`config.mk`:
```
export PLATFORM = sky130hd
export DESIGN_NAME = hls_to_xilly_rd
export DESIGN_NICKNAME = d
export VERILOG_FILES = /design/src/rtl/hls_to_xilly_rd.sv
export SDC_FILE = /design/constraint.sdc
export NUM_CORES = 1
export LEC_CHECK = 0
export ABC_AREA = 1
export BUFFER_PORTS_ARGS = -buffer_cell sky130_fd_sc_hd__clkbuf_2
export CAP_MARGIN = 15
export CORE_ASPECT_RATIO = 0.7
export CORE_MARGIN = 2
export CORE_UTILIZATION = 43
export CTS_BUF_LIST = sky130_fd_sc_hd__clkbuf_8
export CTS_CLUSTER_DIAMETER = 80
export DETAILED_ROUTE_END_ITERATION = 6
export SLEW_MARGIN = 20
export SYNTH_ARGS = -nofsm -noshare
export SYNTH_HDL_FRONTEND = slang
export SYNTH_SLANG_ARGS = --single-unit
export TNS_END_PERCENT = 10
```
`constraint.sdc`:
```
create_clock -name bus_clk -period 5.3 [get_ports bus_clk]
set_input_delay 1.59 -clock bus_clk [delete_from_list [all_inputs] [get_ports bus_clk]]
set_output_delay 1.59 -clock bus_clk [all_outputs]
set_load 0.02 [all_outputs]
```
`src/rtl/hls_to_xilly_rd.sv`:
```
// Bridges an HLS ap_fifo producer to a Xillybus 32-bit read stream through a
// circular buffer, with optional per-session EOF framing and sticky error flags.
module hls_to_xilly_rd #(
    parameter int DEPTH       = 16,
    parameter int FRAME_WORDS = 0
) (
    input  logic        bus_clk,
    input  logic        ap_rst,
    input  logic [31:0] in_fifo_V_din,
    input  logic        in_fifo_V_write,
    output logic        in_fifo_V_full_n,
    input  logic        user_r_read_32_rden,
    output logic        user_r_read_32_empty,
    output logic [31:0] user_r_read_32_data,
    output logic        user_r_read_32_eof,
    input  logic        user_r_read_32_open,
    output logic [15:0] words_read,
    output logic        overflow,
    output logic        underflow
);

    localparam int             AW         = $clog2(DEPTH);
    localparam logic [AW:0]    FULL_COUNT = (AW + 1)'(DEPTH);
    localparam logic [15:0]    LAST_WORD  = 16'(FRAME_WORDS - 1);
    localparam bit             FRAMED     = (FRAME_WORDS > 0);

    logic [31:0]   mem [DEPTH];

    logic [AW-1:0] wrPtr_q, wrPtr_d;
    logic [AW-1:0] rdPtr_q, rdPtr_d;
    logic [AW:0]   count_q, count_d;
    logic [31:0]   data_q, data_d;
    logic          eof_q, eof_d;
    logic [15:0]   wordsRead_q, wordsRead_d;
    logic          overflow_q, overflow_d;
    logic          underflow_q, underflow_d;
    logic [1:0]    rstSync_q;

    logic          fullN;
    logic          empty;
    logic          ready;
    logic          wrAcc;
    logic          rdAcc;

    // Logic stays idle until the released reset has crossed both sync stages.
    always_ff @(posedge bus_clk or posedge ap_rst) begin
        if (ap_rst) begin
            rstSync_q <= 2'b11;
        end else begin
            rstSync_q <= {rstSync_q[0], 1'b0};
        end
    end

    always_comb begin
        ready = ~rstSync_q[1];
        fullN = ~((count_q == FULL_COUNT) && user_r_read_32_open);
        empty = (count_q == '0) || eof_q;
        wrAcc = ready && user_r_read_32_open && in_fifo_V_write && fullN;
        rdAcc = ready && user_r_read_32_open && user_r_read_32_rden && ~empty;
    end

    always_comb begin
        wrPtr_d     = wrPtr_q;
        rdPtr_d     = rdPtr_q;
        count_d     = count_q;
        data_d      = data_q;
        eof_d       = eof_q;
        wordsRead_d = wordsRead_q;
        overflow_d  = overflow_q;
        underflow_d = underflow_q;

        // A closed device file wipes the session but keeps the last data word.
        if (!user_r_read_32_open) begin
            wrPtr_d     = '0;
            rdPtr_d     = '0;
            count_d     = '0;
            wordsRead_d = '0;
            eof_d       = 1'b0;
            overflow_d  = 1'b0;
            underflow_d = 1'b0;
        end else if (ready) begin
            if (wrAcc) begin
                wrPtr_d = wrPtr_q + 1'b1;
            end
            if (rdAcc) begin
                rdPtr_d = rdPtr_q + 1'b1;
                data_d  = mem[rdPtr_q];
                if (wordsRead_q != 16'hFFFF) begin
                    wordsRead_d = wordsRead_q + 1'b1;
                end
                if (FRAMED && (wordsRead_q == LAST_WORD)) begin
                    eof_d = 1'b1;
                end
            end
            case ({wrAcc, rdAcc})
                2'b10:   count_d = count_q + 1'b1;
                2'b01:   count_d = count_q - 1'b1;
                default: count_d = count_q;
            endcase
            if (in_fifo_V_write && !fullN) begin
                overflow_d = 1'b1;
            end
            if (user_r_read_32_rden && empty) begin
                underflow_d = 1'b1;
            end
        end
    end

    always_ff @(posedge bus_clk or posedge ap_rst) begin
        if (ap_rst) begin
            wrPtr_q     <= '0;
            rdPtr_q     <= '0;
            count_q     <= '0;
            data_q      <= '0;
            eof_q       <= 1'b0;
            wordsRead_q <= '0;
            overflow_q  <= 1'b0;
            underflow_q <= 1'b0;
        end else begin
            wrPtr_q     <= wrPtr_d;
            rdPtr_q     <= rdPtr_d;
            count_q     <= count_d;
            data_q      <= data_d;
            eof_q       <= eof_d;
            wordsRead_q <= wordsRead_d;
            overflow_q  <= overflow_d;
            underflow_q <= underflow_d;
        end
    end

    always_ff @(posedge bus_clk) begin
        if (wrAcc) begin
            mem[wrPtr_q] <= in_fifo_V_din;
        end
    end

    assign in_fifo_V_full_n     = fullN;
    assign user_r_read_32_empty = empty;
    assign user_r_read_32_data  = data_q;
    assign user_r_read_32_eof   = eof_q;
    assign words_read           = wordsRead_q;
    assign overflow             = overflow_q;
    assign underflow            = underflow_q;

endmodule
```
==> out/summary.txt, run 1 <==
Outcome - finished clean
Worst-Margin Slew - 917 ps
Most common cell in the synthesized netlist - edfxtp_1
# clock sinks - 577
Routed wl met2 - 27.6 mm
Syn_area_per_cell - 13.2 um2
Most frequent cells after synthesis - edfxtp_1, nor2_1, o21ai_0, o221ai_1
Gpl congestion - 0.831
Fin nets - 1873
CP max stage cell - clkbuf_2
Hold depth - 0
Worst endpoint required time - 3710 ps
Ys Warns - 0
Number of iterations in the first detailed-routing pass - 5
Non-filler cells, final - 2584
Die ar. - 55000 um2
Clk root buf - clkbuf_8
Setup Buffers After CTS - 0
Longest Clk Path Bufs - 3
Clk slew on worst S/H paths - 60 ps
Clock latency on the worst-skew pair - 670 ps
Pwr dens - 380 nW/um2
CP Launch Type - input pin
Critical Path AT - 2140 ps
Post-synth EDFFs - 512
Port bufs - 88
Hpwl dp - 33.6 mm
Largest cells by area after synthesis - edfxtp_1, dfrtp_1, nor2_1
Initial drt markers - 1785
Sequential share of the synthesized area - 74.4%
CP Class - input pin to primary output
Core area - 52400 um2
Vias - 14500
Multi-input logic area - 5220 um2
Area Overhead vs Synth - 12.0%
Crit path cell chain - clkbuf_2, nand2_1, nand3b_4, clkbuf_2
Diode count - 0
Cts repair resizes - 0
# H-tree levels - 3
Hold Path Class - flip-flop to flip-flop
Reg-to-Reg End - user_r_read_32_data[12]
Hold buffers post-CTS - 0
Global-route wire length before repair - 88.7 mm
# setup viols final - 0
Rows - 70
Most used DFF post-synth - edfxtp_1
Antenna violations before repair - 0
Max Cap Violations - 0
DRC - 0
Cell family with most CP delay - buffers and inverters
#FFs+latches synth - 577
Worst r2r src - rdPtr_q[1]
Top Ports - 90
RSZ-0062 raised after global routing - false
Critical path buffer and inverter count - 2
Cell taking the most area after synthesis - edfxtp_1
Synth top area share - 67.3%
Cell repeated most along the worst path - clkbuf_2
DR top layer - met4
Mapped Cells - 1733
TritonCTS clock tree - yes
Peak supply drop - 0.000282 V
Fill count - 4571
Final antenna-violating net count - 0
Die Y - 197 um
Vias/cell - 5.62
Pin count of the biggest net entering global routing - 154
Worst r2r path cells - 8
WL met3 - 3.59 mm
R2R Setup Slk - 1880 ps
Async SR Flop Fraction - 11.3%
Layout cell share with drive strength beyond 1 - 14.5%
Worst slew margin - 38.9%
WHS Endpoint - rstSync_q[1]
Final Cycle Share - 70.4%
Total Power - 0.00972 W
Final Hold Violating Endpoints - 0
Wirelength per Cell - 22.7 um
Utilization after layout - 48.9%
Chip width - 280 um
Max incr delay on CP - 170 ps
Critical path endpoint category - primary output
Final WL - 58.8 mm
Crit-path max FO - 5
Count of pins over their slew limit - 0
Clock Skew - 21.1 ps
Placed instance count - 2421
Worst hold slack - 357 ps
Crit path time final - 3730 ps
Total GRT Usage - 21.5%
Fmax - 268 MHz
Num CTS Buffers - 89
Starting density of the core - 43.6%
Static Leak - 8.73 nW
Hold_sp - rstSync_q[0]
Yosys cell types - 38
Met1 Wirelength - 25.9 mm
Total grt overflow - 0
Number of global-route vias before repair - 14000
Reg area - 17000 um2
Setup TNS - 0 ps
Synthesized area - 22900 um2
worst reg2reg max path, cell delays in order (launching register included):
cell and delay (ps):
dfrtp_4 950, clkinv_2 880, buf_4 670, o21ai_0 190, o22ai_1 120, nor2_1 110, nor2_1 60, o21ai_1 140
a31oi_1 140
cells by family after synthesis:
logic type                 Yosys count  synth area share (%)
adders and majority gates            8                 0.438
DFF                                577                  74.4
other                                1                0.0164
buffers and inverters              152                  3.31
and+or+nand+nor                    509                  9.09
AOI/OAI and AO/OA                  477                  12.4
xor gates and xnor gates             9                 0.345
area by class of cell:
cell class	instances	area share, %
clock buffers	98	5.27
clock inverters	65	1.27
inverters	36	0.567
multi-input cells	1005	20.4
flip-flops and latches	577	66.5
well taps	684	3.34
repair buffers	119	2.73
worst max-delay path by stage:
| stage | startpoint | endpoint | slack (ps) | depth (start not counted) |
|---|---|---|---|---|
| after floorplan | user_r_read_32_open | mem[11][0] | 1140 | 7 |
| after global placement | user_r_read_32_open | mem[10][15] | 1520 | 8 |
| after detailed placement | user_r_read_32_open | mem[10][12] | 1510 | 8 |
| after CTS | user_r_read_32_open | in_fifo_V_full_n | 1570 | 4 |
| after global routing | user_r_read_32_open | in_fifo_V_full_n | 1550 | 4 |
| final | user_r_read_32_open | in_fifo_V_full_n | 1570 | 4 |
placed cells by master, fill, tap and decap left out, types with 30 or more instances in the layout:
master / count
edfxtp_1: 512
nor2_1: 345
o21ai_0: 268
clkbuf_8: 98
clkbuf_2: 88
o221ai_1: 86
nand3_1: 63
dfrtp_1: 60
inv_1: 59
nand2_1: 59
o22ai_1: 42
a31oi_1: 32
o21ai_1: 30
per-stage QoR:
| stage | worst slack (ps) | cell area (um2) |
|---|---|---|
| floorplan | 1140 | 22900 |
| global placement | 1520 | 23900 |
| detailed placement | 1510 | 23900 |
| global route | 1550 | 25600 |
| CTS | 1570 | 25600 |
| finish | 1570 | 25600 |
power breakdown:
group          total (W)  internal (W)  switching (W)
Sequential       0.00524       0.00510       0.000144
Clock            0.00350       0.00180        0.00171
Combinational   0.000977      0.000281       0.000696
Total            0.00972       0.00718        0.00254
flip-flops by register name, summed over array words and instances (netlist names):
register	flops
count_q	5
overflow	1
words_read	16
underflow	1
mem	512
rstSync_q	2
wrPtr_q	4
rdPtr_q	4
user_r_read_32_data	32
routing by layer:
metal | GRT usage, % | vias up
met1 | 29.9 | 7213
met5 | 0 | -
met4 | 7.23 | 0
li1 | - | 6670
met3 | 4.41 | 108
met2 | 33.8 | 527
Note: power is estimated with default switching activity, not from simulation.
==> run 2, diff against run 1 <==
--- a/config.mk
+++ b/config.mk
@@ -5,7 +5,7 @@
 export SDC_FILE = /design/constraint.sdc
 export NUM_CORES = 1
 export LEC_CHECK = 0
-export ABC_AREA = 1
+export ABC_AREA = 0
 export BUFFER_PORTS_ARGS = -buffer_cell sky130_fd_sc_hd__clkbuf_2
 export CAP_MARGIN = 15
 export CORE_ASPECT_RATIO = 0.7
==> constraint.sdc (replaced) <==
create_clock -name bus_clk -period 3.33 [get_ports bus_clk]
set_input_delay 0.999 -clock bus_clk [delete_from_list [all_inputs] [get_ports bus_clk]]
set_output_delay 0.999 -clock bus_clk [all_outputs]
set_load 0.02 [all_outputs]
==> run 2 against run 1 <==
Against the previous run:
- power up 70%
- clock skew is 3.6 ps higher
- worst hold slack worse by 2.0 ps
- count of clock-buffer cells in the layout fell by 9
- die area is 1.4% lower
- area after synthesis decreased by 1.5%
- largest cell class unchanged
==> out/summary.txt, run 2 <==
Clk root buf - clkbuf_8
Crit path launch - count_q[1]
Initial drt markers - 829
DRC - 0
Most common cell in the synthesized netlist - edfxtp_1
CP Capture Point - user_r_read_32_empty
Most used DFF post-synth - edfxtp_1
Hpwl dp - 26.4 mm
Vias/cell - 5.51
Mapped Cells - 1075
Syn_area_per_cell - 20.9 um2
Max incr delay on CP - 610 ps
Rows - 70
Async SR Flop Fraction - 11.3%
Total grt overflow - 0
Largest cells by area after synthesis - edfxtp_1, mux4_2, dfrtp_1
Wirelength per Cell - 24.2 um
Most frequent cells after synthesis - edfxtp_1, mux4_2, dfrtp_1, mux2i_1, nor3_1
CP Launch Type - flip-flop
Count of pins over their slew limit - 0
Reg-to-Reg End - count_q[4]
Cts repair resizes - 0
PnR worst setup slack - 157 ps
Placement Setup Slack - 337 ps
Clock latency on the worst-skew pair - 660 ps
Worst-Margin Slew - 815 ps
Worst endpoint required time - 2330 ps
# setup viols final - 0
Critical path endpoint category - primary output
Top Ports - 90
# clock sinks - 577
Final Cycle Share - 95.3%
Synthesized area - 22500 um2
Worst slew margin - 45.7%
Final antenna-violating net count - 0
Chip width - 278 um
Fin nets - 1274
Outcome - finished clean
Peak supply drop - 0.000315 V
Area Overhead vs Synth - 14.9%
Antenna violations before repair - 1
Longest Clk Path Bufs - 3
Static Leak - 8.44 nW
TritonCTS clock tree - yes
Crit path cell chain - or4_4, nor2_1, clkbuf_2
Port bufs - 88
Critical Path AT - 2170 ps
Pwr dens - 637 nW/um2
Number of flip-flops under the largest register name - 512
Worst r2r path cells - 8
Core area - 51900 um2
Cell taking the most area after synthesis - edfxtp_1
# H-tree levels - 3
Hold buffers post-CTS - 0
Die Y - 195 um
Die ar. - 54200 um2
Clk slew on worst S/H paths - 60 ps
Global-route wire length before repair - 73.3 mm
Vias - 10900
Setup Buffers After CTS - 0
Pin count of the biggest net entering global routing - 67
Total Power - 0.0165 W
Fmax - 315 MHz
Layout cell share with drive strength beyond 1 - 32.5%
Synth top area share - 68.3%
Hold Path Class - flip-flop to flip-flop
Post-synth EDFFs - 512
CP max stage cell - or4_4
Commonest cells after routing, fill and taps aside - edfxtp_1, mux4_2, clkbuf_8
Total GRT Usage - 18.3%
Most common cell after layout, fill and taps aside - edfxtp_1
Crit path time final - 3170 ps
Utilization after layout - 49.8%
Clock Skew - 24.7 ps
Max Cap Violations - 0
Number of iterations in the first detailed-routing pass - 6
Top reg by flops - mem
RSZ-0062 raised after global routing - false
Sequential share of the synthesized area - 75.5%
Yosys cell types - 52
Final Hold Violating Endpoints - 0
Worst hold slack - 355 ps
#FFs+latches synth - 577
R2R Setup Slk - 720 ps
Starting density of the core - 43.4%
Ys Warns - 0
Crit-path max FO - 11
Gpl congestion - 0.798
Setup TNS - 0 ps
CP Class - flip-flop to primary output
Final WL - 48.1 mm
Number of global-route vias before repair - 11500
Worst r2r src - count_q[1]
Num CTS Buffers - 85
[run 2: cell types whose count changed after synthesis, sizes merged, moves of 32 or more]
cell | before | now
o21ai | 298 | 6
a221o | 0 | 32
mux4 | 0 | 128
nand3 | 63 | 9
mux2i | 0 | 38
mux2 | 0 | 32
nand2 | 65 | 27
o22ai | 42 | 0
nor2 | 365 | 22
o221ai | 86 | 0
[run 2: logic make-up after synthesis]
family / Yosys count / share of synthesized area, %
compound gates: 68 / 2.57
fa+ha+maj: 8 / 0.445
flops: 577 / 75.5
mux: 198 / 16.1
buf+inv: 73 / 1.71
other cells: 1 / 0.0167
simple gates: 138 / 3.19
xor+xnor: 12 / 0.467
[run 2: critical path: cells and delay by family (launching register included)]
| family | cells | cell delay [ps] |
|---|---|---|
| and+or+nand+nor | 2 | 810 |
| buffers and inverters | 1 | 210 |
| DFF | 1 | 510 |
[run 2: per-stage QoR]
step	instance area (um2)	std cells
2_1_floorplan	22600	1076
3_3_place_gp	24200	1825
3_5_place_dp	24200	1826
4_1_cts	25900	1984
5_1_grt	25900	1985
6_report	25900	1985
[run 2: area by class of cell]
cell class                 count  area [um2]
antenna                        1        2.50
clock buffer                  89        1220
tap                          684         856
timing repair buffer         127        1040
fill                        4164       26100
multi-input combinational    426        5290
clock inverter                69         408
inverter                      12        46.3
sequential                   577       17000
[run 2: power by group]
part	total [W]	internal, W	leakage, nW	switching [W]
logic	0.00257	0.00125	2.02	0.00132
registers	0.00841	0.00813	5.45	0.000275
clock network	0.00552	0.00281	0.979	0.00270
total	0.0165	0.0122	8.44	0.00430
[run 2: worst min path at each step]
stage / cells past startpoint / slack (ps) / start / endpoint
floorplan: 0 / 350 / rstSync_q[0] / rstSync_q[1]
global placement: 0 / 350 / rstSync_q[0] / rstSync_q[1]
detailed placement: 0 / 350 / rstSync_q[0] / rstSync_q[1]
CTS: 0 / 360 / rstSync_q[0] / rstSync_q[1]
global route: 0 / 360 / rstSync_q[0] / rstSync_q[1]
finish: 0 / 360 / rstSync_q[0] / rstSync_q[1]
[run 2: per-layer routing]
metal  GRT usage [%]  vias to the layer above  part of all wire [%]
met5               0                        -                     0
met4            4.85                        0                   1.4
met3            3.85                       56                   5.3
met2            27.1                      290                    45
met1            27.6                     5791                    48
li1                -                     4798                     -
==> run 3, diff against run 2 <==
--- a/config.mk
+++ b/config.mk
@@ -11,9 +11,9 @@
 export CORE_ASPECT_RATIO = 0.7
 export CORE_MARGIN = 2
 export CORE_UTILIZATION = 43
-export CTS_BUF_LIST = sky130_fd_sc_hd__clkbuf_8
 export CTS_CLUSTER_DIAMETER = 80
 export DETAILED_ROUTE_END_ITERATION = 6
+export SETUP_SLACK_MARGIN = 0.4
 export SLEW_MARGIN = 20
 export SYNTH_ARGS = -nofsm -noshare
 export SYNTH_HDL_FRONTEND = slang
==> run 3 against run 2 <==
Against the previous run:
- routed wire length is 2.6% lower
- largest cell class unchanged
- cell count down 2.7%
- power up 5.1%
- worst setup slack gained 280 ps
- sequential share of layout area is 0.56 points lower
- worst hold slack got worse by 8.2 ps
- clock power rose by 14%
- core utilization up 0.44 points
- sequential cell count unchanged
==> out/summary.txt, run 3 (same netlist as run 2, synthesis figures left out) <==
Grt peak-use layer - met2
Met1 Use GR - 26.1%
Setup TNS - 0 ps
Switching share of power - 24.3%
Critical Path AT - 1890 ps
Count of pins over their slew limit - 0
Die Y - 195 um
Hold_sp - rstSync_q[0]
Most common cell after layout, fill and taps aside - edfxtp_1
Hpwl dp - 26.7 mm
Top reg by flops - mem
CP Launch Type - flip-flop
Hold Path Class - flip-flop to flip-flop
Final Hold Violating Endpoints - 0
RSZ-0062 raised after global routing - true
Antenna violations before repair - 0
Global-route wire length before repair - 71.8 mm
# setup viols final - 0
Critical path endpoint category - primary output
DRC - 0
Vias/cell - 5.61
Clock latency on the worst-skew pair - 590 ps
WHS Endpoint - rstSync_q[1]
Met2 usage - 27.8%
Initial drt markers - 787
Rows - 70
Wirelength per Cell - 24.3 um
Crit-path max FO - 4
Vias - 10800
Gpl congestion - 0.766
Longest Clk Path Bufs - 3
Commonest cells after routing, fill and taps aside - edfxtp_1, mux4_2, clkbuf_2
Final antenna-violating net count - 0
Static Leak - 8.36 nW
Pwr dens - 664 nW/um2
PnR worst setup slack - 441 ps
Starting density of the core - 43.4%
R2R Setup Slk - 480 ps
Chip width - 278 um
Top Ports - 90
Hold buffers post-CTS - 0
Worst r2r src - count_q[1]
Worst-Margin Slew - 833 ps
Cell-internal power - 0.0131 W
Number of flip-flops under the largest register name - 512
Area Overhead vs Synth - 15.9%
# clock sinks - 577
Clk slew on worst S/H paths - 60 ps
Number of iterations in the first detailed-routing pass - 5
Clk root buf - clkbuf_16
Number of global-route vias before repair - 11200
Worst slew margin - 44.5%
Fin nets - 1249
Power share of the clock group - 36.1%
Switching power - 0.00422 W
Worst r2r path cells - 6
Crit path time final - 2890 ps
Layout cell share with drive strength beyond 1 - 32.6%
Hold depth - 0
Num CTS Buffers - 54
Worst endpoint required time - 2330 ps
Placement Setup Slack - 280 ps
Total Power - 0.0173 W
Total GRT Usage - 17.7%
Die ar. - 54200 um2
Peak supply drop - 0.000529 V
Outcome - finished clean
TritonCTS clock tree - yes
Clock Skew - 15.2 ps
Diode count - 0
# H-tree levels - 2
Final Cycle Share - 86.8%
Port bufs - 88
Total grt overflow - 0
Worst hold slack - 347 ps
Final WL - 46.9 mm
Max Cap Violations - 0
Pin count of the biggest net entering global routing - 66
Reg power frac - 48.4%
CP Class - flip-flop to primary output
Core area - 51900 um2
Comb power frac - 15.4%
Fmax - 346 MHz
Reg-to-Reg End - user_r_read_32_data[16]
GR Layer Usage met3 - 3.24%
run 3: layout make-up:
class | count | area (um2)
clock inverter | 22 | 264
clock buffer | 77 | 1540
tap | 684 | 856
fill | 4169 | 25800
multi-input combinational | 426 | 5330
inverter | 12 | 46.3
timing repair buffer | 133 | 1060
sequential | 577 | 17000
run 3: how the worst max path moves through the flow:
stage / from / endpoint / slack, ps / cells past startpoint
final: count_q[1] / user_r_read_32_empty / 440 / 3
after global routing: count_q[3] / user_r_read_32_empty / 380 / 3
after CTS: count_q[0] / in_fifo_V_full_n / 410 / 3
after detailed placement: user_r_read_32_open / mem[4][7] / 280 / 6
after global placement: user_r_read_32_open / mem[4][7] / 330 / 6
after floorplan: user_r_read_32_open / mem[4][0] / 140 / 5
run 3: metal layers:
metal,share of wire (%),wire [um]
met5,0,0
met4,1.5,685
met3,5.2,2420
met2,47,21900
met1,47,21800
run 3: power by group through the flow:
stage	Combinational, W	Sequential (W)	Clock (W)
2_1_floorplan	0.00176	0.00863	0
3_3_place_gp	0.00260	0.00855	0
3_5_place_dp	0.00263	0.00855	0
4_1_cts	0.00272	0.00839	0.00642
5_1_grt	0.00289	0.00843	0.00671
6_report	0.00268	0.00840	0.00627
run 3: repair_timing:
action,4_1_cts,5_1_grt
resized for setup,6,1
pin swaps,1,0
endpoints found under the setup margin,2,2
setup buffers,4,0
run 3: critical path: stages (launching register included):
cell and delay, ps:
dfrtp_2 440, or4_4 580, nor2_4 120, clkbuf_4 180
run 3: stage by stage:
stage          cells  area [um2]  util, %
2_1_floorplan   1076       22700        -
6_report        1931       26100     50.3
3_3_place_gp    1827       24200     46.6
5_1_grt         1931       26100     50.3
3_5_place_dp    1828       24200     46.7
4_1_cts         1931       26100     50.3
